**src/rtl/fetch_unit.sv**
```systemverilog
// Fetch unit: program counter sequencing with an IDLE/RUN/HALTED control FSM,
// an 8-entry branch-target table and a saturating retired-instruction counter.
module fetch_unit #(
    parameter int unsigned PC_BITS  = 12,
    parameter int unsigned START_PC = 0,
    parameter int unsigned CNT_BITS = 16
) (
    input  logic                clk,
    input  logic                rst_n,
    input  logic                start,
    input  logic                stall,
    input  logic                halt_req,
    input  logic                branch_taken,
    input  logic [2:0]          branch_idx,
    input  logic                lut_we,
    input  logic [2:0]          lut_addr,
    input  logic [PC_BITS-1:0]  lut_wdata,
    output logic [PC_BITS-1:0]  pc,
    output logic                running,
    output logic                done,
    output logic [CNT_BITS-1:0] icount
);

    localparam int unsigned          TBL_DEPTH  = 8;
    localparam logic [PC_BITS-1:0]  START_ADDR = PC_BITS'(START_PC);
    localparam logic [CNT_BITS-1:0] CNT_MAX    = '1;

    typedef enum logic [1:0] {
        S_IDLE   = 2'd0,
        S_RUN    = 2'd1,
        S_HALTED = 2'd2
    } state_e;

    state_e              state_q, state_d;
    logic [PC_BITS-1:0]  pc_q, pc_d;
    logic [CNT_BITS-1:0] cnt_q, cnt_d;
    logic [CNT_BITS-1:0] cnt_inc;
    logic                running_q, done_q;
    logic [PC_BITS-1:0]  tbl_q [TBL_DEPTH];

    // Counter increment that sticks at all-ones instead of wrapping
    assign cnt_inc = (cnt_q == CNT_MAX) ? cnt_q : cnt_q + CNT_BITS'(1);

    // Next-state, next-pc and next-count selection
    always_comb begin
        state_d = state_q;
        pc_d    = pc_q;
        cnt_d   = cnt_q;
        case (state_q)
            S_IDLE, S_HALTED: begin
                if (start) begin
                    state_d = S_RUN;
                    pc_d    = START_ADDR;
                    cnt_d   = '0;
                end
            end
            S_RUN: begin
                if (!stall) begin
                    cnt_d = cnt_inc;
                    if (halt_req) begin
                        state_d = S_HALTED;
                    end else if (branch_taken) begin
                        pc_d = tbl_q[branch_idx];
                    end else begin
                        pc_d = pc_q + PC_BITS'(1);
                    end
                end
            end
            default: begin
                state_d = S_IDLE;
            end
        endcase
    end

    // Control state, pc, counter and decoded status flags
    always_ff @(posedge clk or negedge rst_n) begin
        if (!rst_n) begin
            state_q   <= S_IDLE;
            pc_q      <= START_ADDR;
            cnt_q     <= '0;
            running_q <= 1'b0;
            done_q    <= 1'b0;
        end else begin
            state_q   <= state_d;
            pc_q      <= pc_d;
            cnt_q     <= cnt_d;
            running_q <= (state_d == S_RUN);
            done_q    <= (state_d == S_HALTED);
        end
    end

    // Branch-target table; a same-edge branch reads the old entry
    always_ff @(posedge clk or negedge rst_n) begin
        if (!rst_n) begin
            for (int unsigned i = 0; i < TBL_DEPTH; i++) begin
                tbl_q[i] <= '0;
            end
        end else if (lut_we) begin
            tbl_q[lut_addr] <= lut_wdata;
        end
    end

    assign pc      = pc_q;
    assign running = running_q;
    assign done    = done_q;
    assign icount  = cnt_q;

endmodule
```
**config.mk**
```make
export PLATFORM = sky130hd
export DESIGN_NAME = fetch_unit
export DESIGN_NICKNAME = d
export VERILOG_FILES = /design/src/rtl/fetch_unit.sv
export SDC_FILE = /design/constraint.sdc
export NUM_CORES = 1
export LEC_CHECK = 0
export ABC_AREA = 1
export CORE_MARGIN = 2
export CORE_UTILIZATION = 58
export CTS_BUF_LIST = sky130_fd_sc_hd__clkbuf_16
export DETAILED_ROUTE_END_ITERATION = 12
export HOLD_SLACK_MARGIN = 0.06
export PLACE_DENSITY = 0.8
export SYNTH_ARGS = -nofsm -noshare
export SYNTH_HDL_FRONTEND = slang
export SYNTH_SLANG_ARGS = --single-unit
```
**constraint.sdc**
```tcl
create_clock -name clk -period 2 [get_ports clk]
set_clock_uncertainty 0.2 [all_clocks]
set_input_delay 0.4 -clock clk [delete_from_list [all_inputs] [get_ports clk]]
set_output_delay 0.4 -clock clk [all_outputs]
set_load 0.1 [all_outputs]
```
==> results.md <==
* Share of post-route cells with drive strength above 1 at 16.13%
* Row count at 38
* Number of fill cells at between 700 and 800
* Vias in the first global route at ~6100
* Final period util at 90.62%
* CTS tree: built
* Iteration-0 DRC Markers at 495
* Final instance area at 0.008358 mm²
* Post-synth cell types at 34
* CTS Sinks at ~130
* Synth Cell Area at between 0.006 and 0.007 mm²
* Antenna Nets Post-Route at 0
* Status: finished, final reports clean
* Dpl ws at -0.04576 ns
* Total Routing Usage GR at between 30% and 40%
* Grt ovf at 0
* Via count at approximately 6300
* Syn_nets at about 870
* Diodes inserted at 0
* Maximum clock frequency at around 0.55 GHz
* Startpoint types: register
* Max-cap violation count at 0
* Syn_area_per_cell at 7.662 µm²
* Largest fanout on the critical path at 4
* Worst path arrival time at approximately 1.2 ns
* Worst hold path type: in2async
* Total Wirelength at approximately 18000 µm
* PortBufs at between 50 and 60
* CTS buffer count at 17
* Largest net degree at the start of global routing at 43
* Register bit total from synthesis at about 130
* Die height at 109.8 µm
* Htree depth at 4
* GP Congestion at a little over 0.9
* Die width at roughly 110 µm
* Core area at roughly 0.011 mm²
* Wirelength per Cell at around 17 µm
* Final setup violating endpoints at 0
* WS Path Type: reg2out
* Max VDD drop at between 800 and 900 µV
* PwrDens at 1142 mW/mm²
* Commonest non-fill, non-tap cell in the layout: nand2_1
* CTS root buf: clkbuf_16
* YS warnings at 0
* Clock-pin transition on the worst setup and hold timing paths at roughly 0.06 ns
* Area Growth Syn to Fin at 28.78%
* Die Footprint at about 0.012 mm²
* DP Wirelength at around 11000 µm
* RSZ-0062 raised after global routing: false
* Setup ws final at around 0.19 ns
* Worst slew pin tran at about 0.51 ns
* CP Data Required Time at approximately 1.4 ns
* Layout Nets at about 940
* Mapped Cells at between 800 and 900
* Slew Limit Fails at 0
* TritonRoute pass-1 iters at 5
* Final Hold Vio Count at 0
* Post-CTS Setup Bufs at 0
* Slew headroom at between 60 and 70%
* Buffer depth of the longest clock path at 2
* Initial core utilization at around three fifths
* Residual DRC at 0
* Static leakage at a little under 4 nW
* Ports at 55
* DP Area at 0.007736 mm²
* Antenna violations before repair at 0
* Most frequent cells in the layout: nand2_1, dfrtp_1, nand3_1
* First-pass GRT wire length at ~30000 µm
* Clk_lat worst skew at roughly 0.42 ns
* Final setup TNS at 0 ns
* Avg Vias per Cell at roughly 5.9
* Setup crit end kind: output pin
* Crit path time final at between 1.5 and 2 ns
* Register area share after synthesis at between 40 and 50%
==> critical path, cell delays in order, from the launching register on <==
cell     delay [ns]
dfrtp_4        0.47
buf_4          0.16
buf_12         0.16
==> per-stage QoR <==
step	hold slack [ns]	instances	total power [W]	utilization, %
after global placement	0.1466	1036	0.006286	71.05
after CTS	0.2569	1070	0.009540	76.70
after global routing	0.2892	1070	0.009973	76.76
after floorplan	-0.09559	847	0.005308	-
final	0.2493	1070	0.009546	76.76
after detailed placement	0.1501	1036	0.006397	71.05
==> synth_stat cells, drive strengths merged <==
library cell  number  area, µm²
nand2            297       1132
o31ai              2      15.01
o21bai             5      48.80
clkbuf            21      78.83
clkinv             1      3.750
nand3b             3      22.52
o211ai             6      45.04
inv               71      266.5
nand4              8      50.05
ha                 2      25.02
a21oi             11      55.05
nor2              52      240.2
dfrtp            128       3203
o21ai            108      574.3
buf               18      111.4
nand3            106      553.0
and2               1      6.260
xnor2              1      8.760
xor2               4      35.03
nor3               2      15.01
==> flip-flops by register name (all words and copies together) (netlist names) <==
name / count
done: 1
icount: 16
pc: 12
running: 1
state_q: 2
tbl_q: 96
==> cell families (layout without fill, tap and decap cells) <==
kind of cell               Yosys count  in the layout  share of synthesized area, %
and+or+nand+nor                    469            469                         31.12
AOI/OAI and AO/OA                  132            133                         11.37
DFF                                128            128                         49.35
buffers and inverters              111            193                         7.094
xor gates and xnor gates             5              5                        0.6747
adders and majority gates            2              2                        0.3855
==> power by group <==
group          internal [W]  total [W]  switching (W)
clock network       0.00195    0.00311        0.00117
registers           0.00311    0.00356       0.000451
logic               0.00103    0.00288        0.00185
total               0.00608    0.00955        0.00347
==> layer usage <==
layer / GRT usage, % / vias to the layer above / share of wire, %
li1: - / 2892 / -
met1: 42.63 / 3077 / 40
met2: 52.50 / 312 / 50
met3: 7.232 / 58 / 7.5
met4: 13.65 / 0 / 2.8
met5: 0 / - / 0
==> worst paths after layout <==
path                                        from                    end  slack [ns]  depth (start not counted)
min reg2reg                tbl_q[46]$_DFFE_PN0P_  tbl_q[46]$_DFFE_PN0P_        0.29                          2
max reg2reg                icount[0]$_DFFE_PN0P_  icount[0]$_DFFE_PN0P_        0.20                          9
max                        icount[1]$_DFFE_PN0P_              icount[1]        0.19                          2
max in group asynchronous                  rst_n   tbl_q[8]$_DFFE_PN0P_        0.76                          3
min in group clk           tbl_q[46]$_DFFE_PN0P_  tbl_q[46]$_DFFE_PN0P_        0.29                          2
min                                        rst_n  tbl_q[84]$_DFFE_PN0P_        0.25                          2
==> what timing repair did <==
action	CTS	global route
hold endpoints to repair	37	0
gates resized for setup	0	1
endpoints found under the setup margin	4	7
hold buffers	1	0
gates cloned	1	0
pin swaps	1	0
==> area by class of cell <==
type | count | area, µm² | area share (%)
Inverter | 72 | 270.3 | 3.234
Clock buffer | 17 | 425.4 | 5.090
Multi-Input combinational cell | 609 | 2848 | 34.07
Clock inverter | 15 | 167.7 | 2.006
Tap cell | 140 | 175.2 | 2.096
Sequential cell | 128 | 3236 | 38.71
Timing Repair Buffer | 89 | 1236 | 14.79
No activity file was read; power rests on OpenSTA's default activity.
